===== config.mk =====
export PLATFORM = sky130hd
export DESIGN_NAME = decode_prefix_sequencer_flat
export DESIGN_NICKNAME = d
export VERILOG_FILES = /design/src/rtl/decode_prefix_sequencer_pkg.sv /design/src/rtl/decode_prefix_sequencer_if.sv /design/src/rtl/decode_prefix_sequencer_classify.sv /design/src/rtl/decode_prefix_sequencer.sv /design/src/flat_wrapper.sv
export SDC_FILE = /design/constraint.sdc
export NUM_CORES = 1
export LEC_CHECK = 0
export CAP_MARGIN = 20
export CORE_MARGIN = 5
export CORE_UTILIZATION = 62
export CTS_CLUSTER_DIAMETER = 80
export DETAILED_ROUTE_END_ITERATION = 8
export DONT_BUFFER_PORTS = 1
export PLACE_DENSITY = 0.89
export RECOVER_POWER = 25
export SYNTH_ARGS = -nofsm -noshare
export SYNTH_HDL_FRONTEND = slang
export SYNTH_SLANG_ARGS = --single-unit

===== constraint.sdc =====
create_clock -name clock -period 2.5 [get_ports clock]
set_input_delay 0.25 -clock clock [delete_from_list [all_inputs] [get_ports clock]]
set_output_delay 0.25 -clock clock [all_outputs]
set_load 0.01 [all_outputs]

===== src/rtl/decode_prefix_sequencer_pkg.sv =====
// rtl/decode_prefix_sequencer_pkg.sv - shared types, encodings and bundle builder for the prefix sequencer
package decode_prefix_sequencer_pkg;

  typedef enum logic [2:0] {
    GRP_NONE,
    GRP_LOCK,
    GRP_REP,
    GRP_SEG,
    GRP_OPSZ,
    GRP_ADSZ
  } prefix_group_e;

  typedef enum logic [1:0] {
    ST_SCAN,
    ST_HOLD,
    ST_FAULT
  } seq_state_e;

  localparam logic [2:0] SEG_ES = 3'd0;
  localparam logic [2:0] SEG_CS = 3'd1;
  localparam logic [2:0] SEG_SS = 3'd2;
  localparam logic [2:0] SEG_DS = 3'd3;
  localparam logic [2:0] SEG_FS = 3'd4;
  localparam logic [2:0] SEG_GS = 3'd5;

  localparam logic [1:0] REP_NONE = 2'b00;
  localparam logic [1:0] REP_NE   = 2'b01;
  localparam logic [1:0] REP_E    = 2'b10;

  localparam logic [1:0] ERR_NONE   = 2'b00;
  localparam logic [1:0] ERR_REPEAT = 2'b01;
  localparam logic [1:0] ERR_LENGTH = 2'b10;

  typedef struct packed {
    logic       lock;
    logic       rep_seen;
    logic [1:0] rep;
    logic       seg_seen;
    logic [2:0] seg_idx;
    logic       opsz;
    logic       adsz;
    logic [3:0] count;
  } prefix_acc_t;

  typedef struct packed {
    logic [7:0] opcode;
    logic       operand_size;
    logic       address_size;
    logic       bus_lock;
    logic [1:0] rep;
    logic       seg_ovr;
    logic [2:0] seg_idx;
    logic [3:0] count;
    logic       error;
    logic [1:0] error_code;
  } prefix_bundle_t;

  // Size overrides flip the code-segment default rather than forcing a width.
  function automatic prefix_bundle_t make_bundle(input prefix_acc_t acc, input logic [7:0] opcode,
                                                 input logic default_size, input logic [1:0] err_code);
    prefix_bundle_t b;
    b.opcode       = opcode;
    b.operand_size = default_size ^ acc.opsz;
    b.address_size = default_size ^ acc.adsz;
    b.bus_lock     = acc.lock;
    b.rep          = acc.rep;
    b.seg_ovr      = acc.seg_seen;
    b.seg_idx      = acc.seg_idx;
    b.count        = acc.count;
    b.error        = (err_code != ERR_NONE);
    b.error_code   = err_code;
    return b;
  endfunction

endpackage


===== src/rtl/decode_prefix_sequencer_if.sv =====
// rtl/decode_prefix_sequencer_if.sv - byte stream in, prefix bundle out
interface decode_prefix_sequencer_if;
  logic [7:0] i_byte;
  logic       i_byte_valid;
  logic       o_byte_ready;
  logic       o_prefix_valid;
  logic       i_prefix_ready;
  logic [7:0] o_opcode;
  logic       o_operand_size;
  logic       o_address_size;
  logic       o_bus_lock;
  logic [1:0] o_repeat;
  logic       o_segment_override;
  logic [2:0] o_segment_override_index;
  logic [3:0] o_prefix_count;
  logic       o_error;
  logic [1:0] o_error_code;

  modport slave (
    input  i_byte, i_byte_valid, i_prefix_ready,
    output o_byte_ready, o_prefix_valid, o_opcode, o_operand_size, o_address_size,
           o_bus_lock, o_repeat, o_segment_override, o_segment_override_index,
           o_prefix_count, o_error, o_error_code
  );

  modport master (
    output i_byte, i_byte_valid, i_prefix_ready,
    input  o_byte_ready, o_prefix_valid, o_opcode, o_operand_size, o_address_size,
           o_bus_lock, o_repeat, o_segment_override, o_segment_override_index,
           o_prefix_count, o_error, o_error_code
  );
endinterface


===== src/rtl/decode_prefix_sequencer_classify.sv =====
// rtl/decode_prefix_sequencer_classify.sv - combinational byte to prefix-group classifier
module decode_prefix_sequencer_classify
  import decode_prefix_sequencer_pkg::*;
(
  input  logic [7:0]    i_byte,
  output logic          o_is_prefix,
  output prefix_group_e o_group,
  output logic [2:0]    o_seg_index,
  output logic [1:0]    o_rep_code
);

  always_comb begin
    o_group     = GRP_NONE;
    o_seg_index = SEG_ES;
    o_rep_code  = REP_NONE;
    case (i_byte)
      8'hF0: o_group = GRP_LOCK;
      8'hF2: begin o_group = GRP_REP; o_rep_code = REP_NE; end
      8'hF3: begin o_group = GRP_REP; o_rep_code = REP_E;  end
      8'h26: begin o_group = GRP_SEG; o_seg_index = SEG_ES; end
      8'h2E: begin o_group = GRP_SEG; o_seg_index = SEG_CS; end
      8'h36: begin o_group = GRP_SEG; o_seg_index = SEG_SS; end
      8'h3E: begin o_group = GRP_SEG; o_seg_index = SEG_DS; end
      8'h64: begin o_group = GRP_SEG; o_seg_index = SEG_FS; end
      8'h65: begin o_group = GRP_SEG; o_seg_index = SEG_GS; end
      8'h66: o_group = GRP_OPSZ;
      8'h67: o_group = GRP_ADSZ;
      default: ;
    endcase
    o_is_prefix = (o_group != GRP_NONE);
  end

endmodule


===== src/rtl/decode_prefix_sequencer.sv =====
// rtl/decode_prefix_sequencer.sv - byte-serial prefix scanner feeding the opcode decode stage
module decode_prefix_sequencer
  import decode_prefix_sequencer_pkg::*;
#(
  parameter int MAX_PREFIX = 14
) (
  input logic                      clock,
  input logic                      reset_n,
  input logic                      i_flush,
  input logic                      i_default_size,
  decode_prefix_sequencer_if.slave bus
);

  localparam logic [3:0] LP_MAX_PREFIX = 4'(MAX_PREFIX);

  seq_state_e     r_state;
  prefix_acc_t    r_acc;
  prefix_bundle_t r_bundle;
  logic           r_valid;

  logic           w_is_prefix;
  prefix_group_e  w_group;
  logic [2:0]     w_seg_index;
  logic [1:0]     w_rep_code;
  logic           w_dup;
  prefix_acc_t    w_acc_next;
  logic           w_byte_ready;
  logic           w_accept;

  decode_prefix_sequencer_classify u_classify (
    .i_byte      (bus.i_byte),
    .o_is_prefix (w_is_prefix),
    .o_group     (w_group),
    .o_seg_index (w_seg_index),
    .o_rep_code  (w_rep_code)
  );

  assign w_byte_ready = reset_n && (r_state == ST_SCAN) && !i_flush;
  assign w_accept     = w_byte_ready && bus.i_byte_valid;

  // One flag per group: F2 and F3 share the REP flag, so F2 then F3 is a repeat.
  always_comb begin
    w_dup            = 1'b0;
    w_acc_next       = r_acc;
    w_acc_next.count = r_acc.count + 4'd1;
    case (w_group)
      GRP_LOCK: begin w_dup = r_acc.lock;     w_acc_next.lock = 1'b1; end
      GRP_REP:  begin
        w_dup               = r_acc.rep_seen;
        w_acc_next.rep_seen = 1'b1;
        w_acc_next.rep      = w_rep_code;
      end
      GRP_SEG:  begin
        w_dup               = r_acc.seg_seen;
        w_acc_next.seg_seen = 1'b1;
        w_acc_next.seg_idx  = w_seg_index;
      end
      GRP_OPSZ: begin w_dup = r_acc.opsz;     w_acc_next.opsz = 1'b1; end
      GRP_ADSZ: begin w_dup = r_acc.adsz;     w_acc_next.adsz = 1'b1; end
      default:  ;
    endcase
  end

  always_ff @(posedge clock or negedge reset_n) begin
    if (!reset_n) begin
      r_state  <= ST_SCAN;
      r_acc    <= '0;
      r_bundle <= '0;
      r_valid  <= 1'b0;
    end else if (i_flush) begin
      r_state  <= ST_SCAN;
      r_acc    <= '0;
      r_bundle <= '0;
      r_valid  <= 1'b0;
    end else begin
      case (r_state)
        ST_SCAN: begin
          if (w_accept) begin
            if (!w_is_prefix) begin
              r_bundle <= make_bundle(r_acc, bus.i_byte, i_default_size, ERR_NONE);
              r_valid  <= 1'b1;
              r_state  <= ST_HOLD;
            end else if (w_dup) begin
              r_bundle <= make_bundle(r_acc, 8'h00, i_default_size, ERR_REPEAT);
              r_valid  <= 1'b1;
              r_state  <= ST_FAULT;
            end else if (r_acc.count == LP_MAX_PREFIX) begin
              r_bundle <= make_bundle(r_acc, 8'h00, i_default_size, ERR_LENGTH);
              r_valid  <= 1'b1;
              r_state  <= ST_FAULT;
            end else begin
              r_acc <= w_acc_next;
            end
          end
        end
        ST_HOLD, ST_FAULT: begin
          if (bus.i_prefix_ready) begin
            r_state  <= ST_SCAN;
            r_acc    <= '0;
            r_bundle <= '0;
            r_valid  <= 1'b0;
          end
        end
        default: r_state <= ST_SCAN;
      endcase
    end
  end

  assign bus.o_byte_ready             = w_byte_ready;
  assign bus.o_prefix_valid           = r_valid;
  assign bus.o_opcode                 = r_bundle.opcode;
  assign bus.o_operand_size           = r_bundle.operand_size;
  assign bus.o_address_size           = r_bundle.address_size;
  assign bus.o_bus_lock               = r_bundle.bus_lock;
  assign bus.o_repeat                 = r_bundle.rep;
  assign bus.o_segment_override       = r_bundle.seg_ovr;
  assign bus.o_segment_override_index = r_bundle.seg_idx;
  assign bus.o_prefix_count           = r_bundle.count;
  assign bus.o_error                  = r_bundle.error;
  assign bus.o_error_code             = r_bundle.error_code;

endmodule

===== src/flat_wrapper.sv =====
// flat-port wrapper written by rule: the top's interface ports become plain ports
module decode_prefix_sequencer_flat import decode_prefix_sequencer_pkg::*;
#(
  parameter int MAX_PREFIX = 14
)
  (clock, reset_n, i_flush, i_default_size, bus_i_byte, bus_i_byte_valid, bus_i_prefix_ready, bus_o_byte_ready, bus_o_prefix_valid, bus_o_opcode, bus_o_operand_size, bus_o_address_size, bus_o_bus_lock, bus_o_repeat, bus_o_segment_override, bus_o_segment_override_index, bus_o_prefix_count, bus_o_error, bus_o_error_code);
  decode_prefix_sequencer_if bus_i ();
  input logic clock;
  input logic reset_n;
  input logic i_flush;
  input logic i_default_size;
  input wire logic [$bits(bus_i.i_byte)-1:0] bus_i_byte;
  input wire logic [$bits(bus_i.i_byte_valid)-1:0] bus_i_byte_valid;
  input wire logic [$bits(bus_i.i_prefix_ready)-1:0] bus_i_prefix_ready;
  output wire logic [$bits(bus_i.o_byte_ready)-1:0] bus_o_byte_ready;
  output wire logic [$bits(bus_i.o_prefix_valid)-1:0] bus_o_prefix_valid;
  output wire logic [$bits(bus_i.o_opcode)-1:0] bus_o_opcode;
  output wire logic [$bits(bus_i.o_operand_size)-1:0] bus_o_operand_size;
  output wire logic [$bits(bus_i.o_address_size)-1:0] bus_o_address_size;
  output wire logic [$bits(bus_i.o_bus_lock)-1:0] bus_o_bus_lock;
  output wire logic [$bits(bus_i.o_repeat)-1:0] bus_o_repeat;
  output wire logic [$bits(bus_i.o_segment_override)-1:0] bus_o_segment_override;
  output wire logic [$bits(bus_i.o_segment_override_index)-1:0] bus_o_segment_override_index;
  output wire logic [$bits(bus_i.o_prefix_count)-1:0] bus_o_prefix_count;
  output wire logic [$bits(bus_i.o_error)-1:0] bus_o_error;
  output wire logic [$bits(bus_i.o_error_code)-1:0] bus_o_error_code;
  assign bus_i.i_byte = bus_i_byte;
  assign bus_i.i_byte_valid = bus_i_byte_valid;
  assign bus_i.i_prefix_ready = bus_i_prefix_ready;
  assign bus_o_byte_ready = bus_i.o_byte_ready;
  assign bus_o_prefix_valid = bus_i.o_prefix_valid;
  assign bus_o_opcode = bus_i.o_opcode;
  assign bus_o_operand_size = bus_i.o_operand_size;
  assign bus_o_address_size = bus_i.o_address_size;
  assign bus_o_bus_lock = bus_i.o_bus_lock;
  assign bus_o_repeat = bus_i.o_repeat;
  assign bus_o_segment_override = bus_i.o_segment_override;
  assign bus_o_segment_override_index = bus_i.o_segment_override_index;
  assign bus_o_prefix_count = bus_i.o_prefix_count;
  assign bus_o_error = bus_i.o_error;
  assign bus_o_error_code = bus_i.o_error_code;
  decode_prefix_sequencer #(.MAX_PREFIX(MAX_PREFIX)) u_core (.clock(clock), .reset_n(reset_n), .i_flush(i_flush), .i_default_size(i_default_size), .bus(bus_i));
endmodule

==> flow_summary.ini, run 1 <==
[placed_design]
dp_hpwl_mm = 3.26
gp_congestion = 0.927
port_buffers = 0

[run_status]
status = finished with violations
violations = max-capacitance violations, max-slew violations

[die]
ioPinCount = 40
fp.dieH_um = 67.6
row_count = 21
die-area_um2 = 4570
initial_core_util_pct = 62.6
fp.coreArea_um2 = 3280
die_x_um = 67.6

[power]
p_leak_nw = 0.985
peakVddDrop_mv = 0.355
power.total_mw = 1.46
p_per_area_nw_per_um2 = 661

[route]
ant_nets = 0
via_count = 1629
wl_mm = 4.50
drt_iter0_drc = 171
drt-wirelength-per-cell_um = 17.3
vias_per_cell = 6.27
drcViolationCount = 0
dr.pass1.iters = 4

[worst_setup_path]
cp-start-kind = register
worstPathArrival_ns = 2.50
crit_required_ns = 2.75
crit_type = register to register
crit_fanout = 5
cp-end-kind = register

[global_routing]
grt_overflow = 0
grt_pass1_vias = 1538
grtUsageTotal_pct = 22.7
grt_pass1_wl_mm = 7.58
antenna_found_initial = 0
grt_max_degree = 42

[timing]
finalSetupTns_ns = 0
min_period_ns = 2.25
maxSlewViolCount = 42
hold_viol = 0
max_freq_mhz = 445
max_slew_margin_pct = -14.9
post-route-period-util_pct = 89.9
rsz0062_at_grt = no
skew_ns = 0.00591
setup_viol = 0
worst-slew-pin-transition_ns = 1.72

[synthesis]
seq_area_frac_synth_pct = 49.9
synthDistinctLibCells = 50
netlist_instances = 208
syn_area_um2 = 2060
synth-async-reset-ratio_pct = 100
avgSynthCellArea_um2 = 9.88
synth_edf_count = 0
synth-seq-cells = 41
ys_warn_count = 0
ys.flop_type = dfrtp_1
synth_fp_nets = 225

[clock_tree]
cts_max_path_buffers = 2
root_buffer = clkbuf_4
path_clk_slew_ns = 0.12
cts_sinks = 41
insertion_delay_ns = 0.35
cts_buffers = 5
cts_resized = 0
htree_levels = 2
cts_tree = built

[finish]
syn2layout_area_growth_pct = 7.30
antenna_cells = 0
num-nets-final = 231
layout_commonest_cell = dfrtp_1
layout-drive-gt1-share_pct = 10.3
layout_common_cells = dfrtp_1 (41), nand2_1 (35), o21ai_1 (15)

[hold_path]
hold_class = input port to register

[run]
cap_violations = 1
[cell usage after synthesis (all sizes together) (2+ instances only)]
master  instances  area [µm²]
a21o            3        22.5
a21oi           6        30.0
a22o           11        97.6
a31oi           3        18.8
buf             6        43.8
clkbuf          2        7.51
dfrtp          41        1030
ha              3        37.5
inv             8        30.0
mux2            2        22.5
mux2i           2        20.0
nand2          35         131
nand2b          4        32.5
nand3           5        25.0
nand3b          2        15.0
nor2            8        30.0
nor2b           5        33.8
nor3            6        30.0
nor4            3        18.8
o21ai          18        90.1
o311ai          2        17.5
o31ai           4        30.0
o41ai           3        26.3
or2             2        12.5
or3             5        36.3
xor2            2        17.5
[final timing paths]
check	from	end	slack, ns	cells past startpoint
max in group asynchronous	reset_n	u_core.r_state[0]	0.53	2
max reg2reg	u_core.r_acc[0]	u_core.r_acc[3]	0.25	8
max	u_core.r_acc[0]	u_core.r_acc[3]	0.25	8
min reg2reg	u_core.r_acc[12]	u_core.r_acc[12]	0.51	2
min	bus_i_byte[0]	u_core.r_acc[4]	0.01	2
min in group asynchronous	reset_n	u_core.r_acc[0]	0.98	2
[state kept, by name, summed over array words and instances, names as in the netlist]
signal and flops:
u_core.bus.o_address_size 1, u_core.bus.o_bus_lock 1, u_core.bus.o_error 1, u_core.bus.o_error_code 2, u_core.bus.o_opcode 8, u_core.bus.o_operand_size 1, u_core.bus.o_prefix_count 4, u_core.bus.o_prefix_valid 1
u_core.bus.o_repeat 2, u_core.bus.o_segment_override 1, u_core.bus.o_segment_override_index 3, u_core.r_acc 14, u_core.r_state 2
[cells by family (layout without fill, tap and decap cells)]
logic type               count (synthesis)  after routing  share of synthesized area [%]
AND/OR/NAND/NOR                         80             80                           20.2
AO/OA/AOI/OAI                           62             62                           21.2
flip-flops                              41             41                           49.9
buffers and inverters                   16             22                           3.96
multiplexers                             4              4                           2.07
adder cells (fa/ha/maj)                  3              3                           1.83
XOR/XNOR                                 2              2                          0.852
[report_power, final]
group	internal [mW]	switching (mW)	total, mW
logic	0.138	0.234	0.372
clock network	0.132	0.212	0.344
registers	0.701	0.0414	0.743
[metal layers]
layer / share of wire, % / wire, µm / track usage, % / vias up
met2: 47 / 2120 / 34.4 / 64
li1: - / - / - / 768
met4: 2.3 / 102 / 9.87 / 0
met3: 8.7 / 391 / 6.49 / 11
met1: 42 / 1890 / 30.2 / 786
met5: 0 / 0 / 0 / -
[what timing repair did]
action	4_1_cts	5_1_grt
setup buffers	0	0
hold endpoints to repair	43	0
hold buffers	4	0
[area by class of cell]
| type | instances | area, µm² |
|---|---|---|
| fill | 276 | 1080 |
| sequential | 41 | 1030 |
| multi-input combinational | 151 | 956 |
| timing repair buffer | 7 | 77.6 |
| tap | 46 | 57.6 |
| clock buffer | 6 | 51.3 |
| inverter | 8 | 30.0 |
| clock inverter | 1 | 7.51 |
[critical path: stages (launching register included)]
cell and delay, ns:
dfrtp_1 0.45, inv_1 0.06, ha_1 0.21, nand3_1 0.13, o41ai_1 0.15, a31oi_1 0.15, or3b_4 0.41, a221o_1 0.35
a22o_1 0.23
[stage by stage]
step	setup slack (ns)	area [µm²]	utilization, %	hold WS [ns]	std cells
after floorplan	0.370	2060	-	-0.0456	208
final	0.252	2210	67.2	0.0119	260
after global placement	0.336	2100	64.1	-0.0446	249
after global routing	0.123	2210	67.2	0.00161	260
after detailed placement	0.276	2100	64.1	-0.0446	249
after CTS	0.254	2210	67.4	0.0103	260
No activity file was read; power rests on OpenSTA's default activity.
==> run 2, diff against run 1 <==
Settings changed: CORE_ASPECT_RATIO from default to 0.5, HOLD_SLACK_MARGIN from default to 0.05.
==> run 2 against run 1 <==
Net effect: the run now ends clean; routed wire length grew 11%; worst hold slack gained 0.071 ns; sequential share of layout area shrank 1.2 points; via count grew 6.9%; critical endpoint unchanged; critical path type unchanged; clock skew grew 0.0021 ns; sequential cell count is the same; combinational power grew 4%; register-to-register slack is essentially flat; non-clock buffer count grew 2; global-route usage grew 0.61 points; clock power grew 59%; setup slack lost 0.013 ns.
==> flow_summary.ini, run 2 (same netlist as run 1, synthesis figures left out) <==
[worst_setup_path]
cp-end-kind = register
cp-startpoint = u_core.r_acc[0]
worstPathArrival_ns = 2.44
endpoint = u_core.r_acc[3]
crit_type = register to register
r2r_end = u_core.r_acc[3]
reg2reg_depth = 8
cp-start-kind = register
crit_required_ns = 2.68
reg2reg_slack_ns = 0.24
crit_fanout = 5
timing.rr.start = u_core.r_acc[0]

[timing]
hold_viol = 0
min_period_ns = 2.26
max_freq_mhz = 442
worst-slew-pin-transition_ns = 0.975
rsz0062_at_grt = no
final.setup.worst_slack_ns = 0.239
skew_ns = 0.00798
finalSetupTns_ns = 0
setup_viol = 0
max_slew_margin_pct = 35.0
post-route-period-util_pct = 90.4
fin_hold_ws_ns = 0.0827
maxSlewViolCount = 0

[die]
fp.coreArea_um2 = 3080
initial_core_util_pct = 66.7
die-area_um2 = 4640
die_x_um = 91.4
ioPinCount = 40
fp.dieH_um = 50.7
row_count = 14

[power]
intPower_mw = 1.17
clock_power_share_pct = 32.5
power_frac_seq_pct = 44.4
switchingPower_mw = 0.510
p_per_area_nw_per_um2 = 743
power.total_mw = 1.68
switching_share_pct = 30.3
p_comb_share_pct = 23.1
peakVddDrop_mv = 0.567
p_leak_nw = 1.01

[global_routing]
grt_overflow = 0
grtUsageTotal_pct = 23.3
grt_pass1_wl_mm = 8.31
grt_max_degree = 42
grt_pass1_vias = 1649
antenna_found_initial = 0

[clock_tree]
root_buffer = clkbuf_8
insertion_delay_ns = 0.29
htree_levels = 2
cts_max_path_buffers = 2
cts_buffers = 5
cts_tree = built
cts_sinks = 41
path_clk_slew_ns = 0.08

[placed_design]
gp_congestion = 0.879
port_buffers = 0
dp_hpwl_mm = 3.47
dp_slack_ns = 0.267

[finish]
layout_commonest_cell = dfrtp_1
multi_input_area_um2 = 956
antenna_cells = 0
num-nets-final = 233
layout_common_cells = dfrtp_1 (41), nand2_1 (35), o21ai_1 (15)
syn2layout_area_growth_pct = 10.1
largest_reg_flops = 14
layout-drive-gt1-share_pct = 11.5
regMostFlops = u_core.r_acc
fill_cells = 213
regArea_um2 = 1030

[route]
wl_mm = 4.99
vias_per_cell = 6.78
dr.pass1.iters = 5
via_count = 1742
ant_nets = 0
drt_iter0_drc = 121
drt-wirelength-per-cell_um = 19.4
drcViolationCount = 0

[run]
cap_violations = 0

[run_status]
status = completed

[hold_path]
min-delay-start = bus_i_byte[0]
hold_class = input port to register
==> run 2: changes by cell type in the layout (fill, tap and decap cells not counted) <==
cell / before / now
buf_4: 2 / 4
clkbuf_2: 0 / 1
clkbuf_4: 5 / 0
dlymetal6s4s_1: 1 / 0
clkbuf_8: 1 / 6
clkbuf_1: 0 / 1
clkinvlp_4: 1 / 0
bufinv_16: 0 / 1
==> run 2: cell type report <==
type / instances / area share, %
clock buffer: 7 / 3.81
clock inverter: 1 / 1.33
tap: 40 / 2.21
sequential: 41 / 45.3
multi-input combinational: 151 / 42.2
timing repair buffer: 9 / 3.76
inverter: 8 / 1.33
==> run 2: critical path, stage by stage (launching register included) <==
cell,delay [ns]
dfrtp_1,0.43
inv_1,0.07
ha_1,0.21
nand3_1,0.13
o41ai_1,0.14
a31oi_1,0.16
or3b_4,0.42
a221o_1,0.36
a22o_1,0.24
==> run 2: stage by stage <==
step	cell area (µm²)	util [%]	cells
floorplan	2060	-	208
global placement	2110	68.5	245
detailed placement	2110	68.5	245
CTS	2270	73.6	256
global route	2260	73.4	257
finish	2260	73.4	257
==> run 2: power groups by stage <==
stage / combinational (mW) / sequential, mW / clock, mW
after floorplan: 0.275 / 0.746 / 0
after global placement: 0.351 / 0.755 / 0
after detailed placement: 0.365 / 0.758 / 0
after CTS: 0.387 / 0.745 / 0.549
after global routing: 0.433 / 0.751 / 0.590
final: 0.388 / 0.746 / 0.547
==> run 2: per-layer routing <==
| layer | vias to the layer above | GRT usage (%) | share of wire (%) |
|---|---|---|---|
| met5 | - | 0 | 0 |
| met4 | 0 | 11.0 | 3.3 |
| met3 | 22 | 8.81 | 13 |
| met2 | 115 | 33.7 | 43 |
| met1 | 823 | 31.1 | 40 |
| li1 | 782 | - | - |
==> run 2: how the worst min path moves through the flow <==
stage / depth (start not counted) / end / slack (ns)
6_report: 1 / u_core.bus.o_opcode[0] / 0.08
5_1_grt: 1 / u_core.bus.o_opcode[0] / 0.07
4_1_cts: 1 / u_core.r_acc[10] / 0.06
3_5_place_dp: 0 / u_core.bus.o_address_size / -0.04
3_3_place_gp: 0 / u_core.bus.o_operand_size / -0.04
2_1_floorplan: 0 / u_core.bus.o_address_size / -0.05
==> run 2: repair_timing <==
item | CTS | global route
hold buffers | 3 | 1
setup buffers | 0 | 0
setup endpoints to repair | 0 | 0
gates resized for setup | 0 | 0
endpoints found under the hold margin | 42 | 1
==> run 3, diff against run 2 <==
Settings changed: PLACE_DENSITY 0.89 to default, PLACE_DENSITY_LB_ADDON from default to 0.12.
==> run 3 against run 2 <==
Net effect: global-route usage is 1.7 points lower; sequential cell count stayed put; first-iteration DRC count is 11% lower; die area stayed put; core utilization is 0.12 points lower; critical path depth stayed put; sequential share of layout area is 0.075 points higher; non-clock buffer count is 1 higher; final area is 0.17% lower; via count is 5.6% lower; total power is 0.69% lower; critical endpoint unchanged; highest routed layer unchanged.
==> flow_summary.ini, run 3 (same netlist as run 1, synthesis figures left out) <==
[route]
drt-wirelength-per-cell_um = 18.6
drcViolationCount = 0
via_count = 1644
vias_per_cell = 6.37
dr.pass1.iters = 5
drt_iter0_drc = 108
ant_nets = 0
wl_mm = 4.80

[finish]
utilization_pct = 73.3
largest_reg_flops = 14
syn2layout_area_growth_pct = 9.92
fin_area_um2 = 2260
regMostFlops = u_core.r_acc
layout-drive-gt1-share_pct = 12.8
antenna_cells = 0
layout_common_cells = dfrtp_1 (41), nand2_1 (35), o21ai_1 (15)
layout_commonest_cell = dfrtp_1
num-nets-final = 234

[timing]
maxSlewViolCount = 0
min_period_ns = 2.28
setup_viol = 0
max_freq_mhz = 438
finalSetupTns_ns = 0
skew_ns = 0.00750
hold_viol = 0
worst-slew-pin-transition_ns = 0.984
rsz0062_at_grt = no
max_slew_margin_pct = 34.4
post-route-period-util_pct = 91.4

[global_routing]
grt_overflow = 0
grtUsageTotal_pct = 21.6
antenna_found_initial = 0
grt_pass1_vias = 1615
grt_pass1_wl_mm = 8.07
grt_max_degree = 42

[clock_tree]
postCtsSetupBuffers = 0
htree_levels = 2
path_clk_slew_ns = 0.07
insertion_delay_ns = 0.29
cts_buffers = 5
cts_sinks = 41
cts_tree = built
ctsHoldBuffers = 3
cts_max_path_buffers = 2
cts_resized = 0
root_buffer = clkbuf_8

[power]
p_per_area_nw_per_um2 = 739
p_leak_nw = 1.01
peakVddDrop_mv = 0.464

[die]
ioPinCount = 40
die_x_um = 91.4
fp.coreArea_um2 = 3080
fp.dieH_um = 50.7
initial_core_util_pct = 66.7
row_count = 14
die-area_um2 = 4640

[worst_setup_path]
cp-end-kind = register
cp-start-kind = register
max_stage_delay_ns = 0.43
crit_chain = inv_1 -> ha_1 -> nand3_1 -> o41ai_1 -> a31oi_1 -> or3b_4 -> a221o_1 -> a22o_1
worstPathArrival_ns = 2.47
reg2reg_slack_ns = 0.22
crit_type = register to register
crit_required_ns = 2.68
crit_fanout = 5
slowest_stage = dfrtp_1

[placed_design]
dpl-instance-area_um2 = 2110
dp_hpwl_mm = 3.51
port_buffers = 0
gp_congestion = 0.913

[hold_path]
hold_class = input port to register

[run]
cap_violations = 0

[run_status]
status = completed
-- run 3: changes by cell type in the layout (fill, tap and decap cells not counted) --
cell           delta
dlygate4sd3_1     -1
clkinvlp_4        +1
buf_12            -1
clkbuf_1          -1
buf_4             +3
-- run 3: final timing paths --
kind                                    from                            to  depth (start not counted)
max in group asynchronous            reset_n        u_core.bus.o_opcode[2]                          2
max                          u_core.r_acc[0]               u_core.r_acc[3]                          8
min in group asynchronous            reset_n  u_core.bus.o_prefix_count[2]                          2
min reg2reg                u_core.r_state[0]             u_core.r_state[0]                          2
max reg2reg                  u_core.r_acc[0]               u_core.r_acc[3]                          8
min                            bus_i_byte[1]               u_core.r_acc[8]                          1
-- run 3: cell type report --
| class | instances | area [µm²] |
|---|---|---|
| well taps | 40 | 50.0 |
| fillers | 222 | 823 |
| multi-input cells | 151 | 956 |
| clock buffers | 6 | 82.6 |
| inverters | 8 | 30.0 |
| flip-flops and latches | 41 | 1030 |
| clock inverters | 2 | 37.5 |
| repair buffers | 10 | 77.6 |
-- run 3: critical path: cells and delay by family, from the launching register on --
kind,cells,cell delay [ns]
compound gates,4,0.91
simple gates,2,0.55
fa+ha+maj,1,0.21
flops,1,0.43
buf+inv,1,0.07
-- run 3: per-layer routing --
metal / part of all wire, % / vias to the layer above / global-route usage [%]
met5: 0 / - / 0
met4: 0.83 / 0 / 3.66
met3: 12 / 6 / 8.06
met2: 41 / 80 / 31.6
met1: 46 / 780 / 31.2
li1: - / 778 / -
-- run 3: report_power, final --
part           internal [mW]  switching (mW)  total (mW)
clock                  0.325           0.224       0.549
combinational          0.138           0.239       0.377
sequential             0.701          0.0420       0.743
-- run 3: stage by stage --
step / worst slack (ns) / cells / total power [mW] / hold WS, ns
finish: 0.215 / 258 / 1.67 / 0.0650
global route: 0.0957 / 258 / 1.76 / 0.0568
CTS: 0.232 / 258 / 1.67 / 0.0600
detailed placement: 0.259 / 247 / 1.11 / -0.0446
global placement: 0.328 / 247 / 1.10 / -0.0446
floorplan: 0.370 / 208 / 1.02 / -0.0456
